===== config.mk =====
export PLATFORM = sky130hd
export DESIGN_NAME = ahb_resp_mux_n
export DESIGN_NICKNAME = d
export VERILOG_FILES = /design/src/rtl/ahb_pkg.sv /design/src/rtl/ahb_wait_watchdog.sv /design/src/rtl/ahb_resp_mux_n.sv
export SDC_FILE = /design/constraint.sdc
export NUM_CORES = 1
export LEC_CHECK = 0
export ABC_AREA = 1
export CAP_MARGIN = 20
export CORE_MARGIN = 1.5
export CORE_UTILIZATION = 35
export CTS_BUF_LIST = sky130_fd_sc_hd__clkbuf_16
export CTS_CLUSTER_DIAMETER = 100
export CTS_CLUSTER_SIZE = 12
export DETAILED_ROUTE_END_ITERATION = 8
export PLACE_DENSITY = 0.95
export SLEW_MARGIN = 20
export SYNTH_ARGS = -nofsm -noshare
export SYNTH_HDL_FRONTEND = slang
export SYNTH_SLANG_ARGS = --single-unit

===== constraint.sdc =====
create_clock -name HCLK -period 3 [get_ports HCLK]
set_clock_uncertainty 0.2 [all_clocks]
set_input_delay 0.45 -clock HCLK [delete_from_list [all_inputs] [get_ports HCLK]]
set_output_delay 0.45 -clock HCLK [all_outputs]
set_load 0.02 [all_outputs]

===== src/rtl/ahb_pkg.sv =====
// Shared AHB-Lite encodings, response-mux FSM states and a constant
// log2 helper used to size the wait-state counter.
package ahb_pkg;

  localparam logic [1:0] HTRANS_IDLE   = 2'b00;
  localparam logic [1:0] HTRANS_BUSY   = 2'b01;
  localparam logic [1:0] HTRANS_NONSEQ = 2'b10;
  localparam logic [1:0] HTRANS_SEQ    = 2'b11;

  localparam logic HRESP_OKAY  = 1'b0;
  localparam logic HRESP_ERROR = 1'b1;

  typedef enum logic [1:0] {
    ST_PASS = 2'd0,
    ST_ERR1 = 2'd1,
    ST_ERR2 = 2'd2
  } resp_state_e;

  // Ceiling log2; returns the bit count needed to hold values 0..value-1.
  function automatic int clog2(input int value);
    int r;
    int v;
    r = 0;
    v = value - 1;
    while (v > 0) begin
      r = r + 1;
      v = v >> 1;
    end
    return r;
  endfunction

endpackage


===== src/rtl/ahb_wait_watchdog.sv =====
// Per-transfer wait-state watchdog: counts consecutive stalled cycles of
// the selected slave and flags an abort once TIMEOUT waits have been shown.
module ahb_wait_watchdog
  import ahb_pkg::*;
#(
  parameter int TIMEOUT = 255,
  parameter int SELW    = 4
) (
  input  logic            clk,
  input  logic            rst,
  input  logic            i_clear,
  input  logic            i_stall,
  input  logic [SELW-1:0] i_dsel,
  output logic            o_expire,
  output logic            o_irq,
  output logic [SELW-1:0] o_slv
);

  localparam int            CW   = clog2(TIMEOUT + 1);
  localparam logic [CW-1:0] LAST = CW'(TIMEOUT - 1);

  logic [CW-1:0]   r_cnt;
  logic            r_irq;
  logic [SELW-1:0] r_slv;

  // Abort on the edge where the last permitted wait is still being held.
  assign o_expire = i_stall && (r_cnt == LAST);
  assign o_irq    = r_irq;
  assign o_slv    = r_slv;

  // Wait-state counter; reaches at most TIMEOUT, so it never wraps.
  always_ff @(posedge clk or posedge rst) begin
    if (rst) begin
      r_cnt <= '0;
    end else if (i_clear) begin
      r_cnt <= '0;
    end else if (i_stall) begin
      r_cnt <= r_cnt + CW'(1);
    end
  end

  // One-cycle interrupt and sticky record of the aborted slave.
  always_ff @(posedge clk or posedge rst) begin
    if (rst) begin
      r_irq <= 1'b0;
      r_slv <= '0;
    end else begin
      r_irq <= o_expire;
      if (o_expire) begin
        r_slv <= i_dsel;
      end
    end
  end

endmodule


===== src/rtl/ahb_resp_mux_n.sv =====
// AHB-Lite slave-response multiplexor for NSLV slaves with a built-in
// default slave and an optional wait-state watchdog.
//
// state | meaning
// PASS  | steer selected slave, or idle OKAY when no data phase is active
// ERR1  | first ERROR cycle (HREADY low) after a watchdog abort
// ERR2  | second ERROR cycle (HREADY high) completing the error response
module ahb_resp_mux_n
  import ahb_pkg::*;
#(
  parameter int NSLV    = 4,
  parameter int W       = 32,
  parameter int SELW    = 4,
  parameter int TIMEOUT = 255
) (
  input  logic              HCLK,
  input  logic              HRESET,
  input  logic [SELW-1:0]   hsel_idx,
  input  logic [1:0]        htrans,
  input  logic [NSLV*W-1:0] hrdata_s,
  input  logic [NSLV-1:0]   hready_s,
  input  logic [NSLV-1:0]   hresp_s,
  output logic [W-1:0]      hrdata_out,
  output logic              hready_out,
  output logic              hresp_out,
  output logic              timeout_irq,
  output logic [SELW-1:0]   timeout_slv
);

  resp_state_e     r_state;
  resp_state_e     w_state_nxt;
  logic [SELW-1:0] r_dsel;
  logic            r_dactive;
  logic            w_mapped;
  logic [W-1:0]    w_sel_rdata;
  logic            w_sel_ready;
  logic            w_sel_resp;
  logic            w_expire;

  assign w_mapped = (r_dsel < SELW'(NSLV));

  // Address-phase capture, only when the bus is advancing.
  always_ff @(posedge HCLK or posedge HRESET) begin
    if (HRESET) begin
      r_dsel    <= SELW'(NSLV);
      r_dactive <= 1'b0;
    end else if (hready_out) begin
      r_dsel    <= hsel_idx;
      r_dactive <= (htrans == HTRANS_NONSEQ) || (htrans == HTRANS_SEQ);
    end
  end

  // Pick the data-phase slave; an unmapped index yields neutral values.
  always_comb begin
    w_sel_rdata = '0;
    w_sel_ready = 1'b1;
    w_sel_resp  = HRESP_OKAY;
    for (int i = 0; i < NSLV; i++) begin
      if (r_dsel == SELW'(i)) begin
        w_sel_rdata = hrdata_s[i*W +: W];
        w_sel_ready = hready_s[i];
        w_sel_resp  = hresp_s[i];
      end
    end
  end

  // FSM state register.
  always_ff @(posedge HCLK or posedge HRESET) begin
    if (HRESET) begin
      r_state <= ST_PASS;
    end else begin
      r_state <= w_state_nxt;
    end
  end

  // Next state and master-facing response.
  always_comb begin
    w_state_nxt = r_state;
    hready_out  = 1'b1;
    hresp_out   = HRESP_OKAY;
    hrdata_out  = '0;
    case (r_state)
      ST_PASS: begin
        if (r_dactive) begin
          if (w_mapped) begin
            hready_out = w_sel_ready;
            hresp_out  = w_sel_resp;
            hrdata_out = w_sel_rdata;
            if (w_expire) begin
              w_state_nxt = ST_ERR1;
            end
          end else begin
            // Default slave: this cycle is the first half of the ERROR pair.
            hready_out  = 1'b0;
            hresp_out   = HRESP_ERROR;
            w_state_nxt = ST_ERR2;
          end
        end
      end
      ST_ERR1: begin
        hready_out  = 1'b0;
        hresp_out   = HRESP_ERROR;
        w_state_nxt = ST_ERR2;
      end
      ST_ERR2: begin
        hready_out  = 1'b1;
        hresp_out   = HRESP_ERROR;
        w_state_nxt = ST_PASS;
      end
      default: begin
        w_state_nxt = ST_PASS;
      end
    endcase
  end

  generate
    if (TIMEOUT > 0) begin : g_wdog
      logic w_stall;
      logic w_clear;

      assign w_stall = (r_state == ST_PASS) && r_dactive && w_mapped && !w_sel_ready;
      assign w_clear = hready_out || !r_dactive;

      ahb_wait_watchdog #(
        .TIMEOUT (TIMEOUT),
        .SELW    (SELW)
      ) u_wdog (
        .clk      (HCLK),
        .rst      (HRESET),
        .i_clear  (w_clear),
        .i_stall  (w_stall),
        .i_dsel   (r_dsel),
        .o_expire (w_expire),
        .o_irq    (timeout_irq),
        .o_slv    (timeout_slv)
      );
    end else begin : g_no_wdog
      assign w_expire    = 1'b0;
      assign timeout_irq = 1'b0;
      assign timeout_slv = '0;
    end
  endgenerate

endmodule


==> flow_summary_export.csv <==
group,metric,value,unit
timing,period_share,96.3,%
synth,synth_edf_count,0,
floorplan,io_pins,183,
timing,fin_crit,2.89,ns
floorplan,fp-row-count,28,
final_layout,area_growth,94.7,%
final_layout,num-nets-final,665,
routing,via_per_inst,5.45,
synth,yosysMostFrequentCell,"nor3_1",
critical_path,cp_data_required_time,2.35,ns
routing,post_drt_wl_per_cell,16.9,um
run,drv_cap,0,
placement,dp_cells,584,
placement,gp_congestion,0.819,
pwr,p_sw_share,50.2,%
timing,fin_hold_ws,0.301,ns
cts,cts.sinks,20,
critical_path,startpoint_type,"flip-flop",
critical_path,timing.reg2reg.setup_slack,1.00,ns
cts,cts_tree,"built",
routing,drc,0,
pwr,p_comb_share,72.5,%
grt,grt_pass1_vias,3101,
grt,overflow,0,
routing,wirelength,9960,um
grt,top_usage_layer,"met2",
cts,cts.hold.buffers_added,0,
timing,final_max_slew_viol_count,0,
grt,grt_max_degree,34,
routing,vias,3214,
critical_path,endpoint_kind,"output port",
grt,antenna_found_initial,0,
timing,worstMarginPinSlew,0.759,ns
cts,clockBufferDepth,2,
placement,placed_area,4060,um^2
grt,gr-usage-met1,34.0,%
placement,port_buffers,181,
pwr,leakagePower,1.90,nW
critical_path,path_class,"flip-flop to output port",
floorplan,die_height,80.8,um
routing,drt_pass1_iterations,5,
timing,max_freq,346,MHz
final_layout,fin_area,4130,um^2
pwr,power.density,581,nW/um^2
critical_path,crit_path_end,"hrdata_out[20]",
timing,relSlewSlack,49.4,%
synth,yosysTopAreaCellShare,22.4,%
final_layout,layout-drive-gt1-share,7.77,%
floorplan,initial_utilization,36.0,%
placement,dp_hpwl,7480,um
critical_path,r2r_end,"g_wdog.u_wdog.r_cnt[2]",
pwr,pwr-share-seq,16.1,%
pwr,irDropWorstVdd,0.758,mV
cts,path_clk_slew,0.05,ns
critical_path,rr_startpoint,"r_state[1]",
synth,ys_ff_latch,20,
cts,cts_root_buffer,"clkbuf_16",
synth,async_flop_share,100,%
synth,synthTopCellsByCount,"nor3_1 (64), inv_1 (51), nand2_1 (44)",
synth,synth.distinct_cells,29,
run_status,status,"finished clean",
synth,synth_warnings,0,
grt,grt_pass1_wl,15200,um
floorplan,core,5890,um^2
synth,ys_seq_area_share,23.7,%
grt,grtUsageMet2,48.3,%
final_layout,final_cells,590,
final_layout,antennaDiodeCount,0,
routing,drt-initial-drc-count,140,
timing,finalHoldViolCount,0,
critical_path,critPathLaunch,"r_state[1]",
timing,final-setup-viol-count,0,
grt,grt_usage,29.4,%
cts,ctsHtreeMaxLevel,1,
synth,yosysTopAreaCell,"dfrtp_1",
critical_path,reg2reg_depth,9,
synth,syn-cell-area,2120,um^2
pwr,clockPowerShare,11.3,%
cts,cts_inserted_buffers,3,
routing,detail-route-antenna-nets,0,
synth,synthCells,334,
synth,synthTopCellsByArea,"dfrtp_1 (22%), nor3_1 (15%), a221oi_1 (13%)",
grt,use_met3,9.66,%
hold_path,hold_path.class,"flip-flop to flip-flop",
floorplan,fp.dieArea,6540,um^2
synth,synth_ff_type,"dfrtp_1",
critical_path,crit_fanout,21,
floorplan,fp.dieW,80.8,um
critical_path,critPathArrivalTime,2.24,ns
synth,synth_fp_nets,483,
synth,avgSynthCellArea,6.35,um^2
cts,insertion_delay,0.25,ns
pwr,netSwitchingPower,1.20,mW
hold_path,min-delay-start,"g_wdog.u_wdog.o_slv[3]",
pwr,internal_power,1.19,mW
power by group through the flow:
stage / sequential (mW) / combinational (mW) / clock (mW)
finish: 0.387 / 1.74 / 0.272
detailed placement: 0.382 / 1.71 / 0
global route: 0.394 / 1.89 / 0.285
CTS: 0.385 / 1.69 / 0.274
floorplan: 0.358 / 1.05 / 0
global placement: 0.378 / 1.66 / 0
state kept, by name, indices dropped and copies added, names as in the netlist:
name and count:
g_wdog.u_wdog.r_cnt 8, r_dsel 4, g_wdog.u_wdog.o_slv 4, r_state 2, g_wdog.u_wdog.o_irq 1, r_dactive 1
cells by family (layout without fill, tap and decap cells):
family,count (synthesis),in the layout,share of synthesized area [%]
AOI/OAI and AO/OA,77,77,24.4
adders and majority gates,5,5,2.95
xor gates and xnor gates,2,2,0.826
and+or+nand+nor,151,151,34.0
buffers and inverters,79,260,14.2
DFF,20,20,23.7
per-stage QoR:
| stage | util, % | setup slack, ns | TNS (ns) | power, mW |
|---|---|---|---|---|
| finish | 70.2 | 0.110 | 0 | 2.40 |
| global route | 70.2 | -0.0138 | -0.0260 | 2.57 |
| CTS | 69.7 | 0.0491 | 0 | 2.35 |
| detailed placement | 69.0 | 0.137 | 0 | 2.09 |
| global placement | 69.0 | 0.197 | 0 | 2.04 |
| floorplan | - | 0.575 | 0 | 1.41 |
metal layers:
metal  part of all wire, %  wire [um]
met5                     0          0
met4                   3.1        308
met3                    10        999
met2                    49       4860
met1                    38       3800
area by class of cell:
cell class,instances,area [um^2]
multi-input combinational,235,1330
tap,75,93.8
clock inverter,1,3.75
inverter,57,214
sequential,20,502
timing repair buffer,199,1910
fill,459,1760
clock buffer,3,75.1
repair_timing:
action | CTS | global route
pin swaps | 0 | 1
endpoints found under the setup margin | 31 | 3
resized for setup | 32 | 4
buffers inserted | 0 | 2
how the worst min path moves through the flow:
| stage | depth (start not counted) | slack (ns) | to |
|---|---|---|---|
| floorplan | 1 | 0.21 | g_wdog.u_wdog.o_irq |
| global placement | 2 | 0.27 | g_wdog.u_wdog.o_slv[0] |
| detailed placement | 2 | 0.28 | r_dsel[2] |
| CTS | 2 | 0.30 | g_wdog.u_wdog.o_slv[2] |
| global route | 2 | 0.33 | r_dsel[2] |
| finish | 2 | 0.30 | g_wdog.u_wdog.o_slv[3] |
cells in the final DEF, fill, tap and decap left out, drive strengths merged:
master,synthesis,final
nor2,16,16
clkinv,0,1
a31o,1,1
dfrtp,19,19
dfstp,1,1
and3,1,1
xor2,2,2
nor3,64,64
a221oi,31,31
or2,2,2
o21ai,6,6
a21oi,39,39
clkbuf,13,3
ha,5,5
nand2,46,46
inv,57,57
nand4,8,8
buf,9,18
dlymetal6s2s,0,2
clkdlybuf4s50,0,148
nand3,13,13
nor4,1,1
dlygate4sd2,0,31
worst max-delay path: stages, from the launching register on:
cell	delay (ns)
dfrtp_1	0.39
inv_1	0.08
ha_1	0.20
nand2_1	0.09
nor2_2	0.19
inv_1	0.18
buf_4	0.25
nor3_1	0.23
dlygate4sd2_1	0.37
Note: power is estimated with default switching activity, not from simulation.
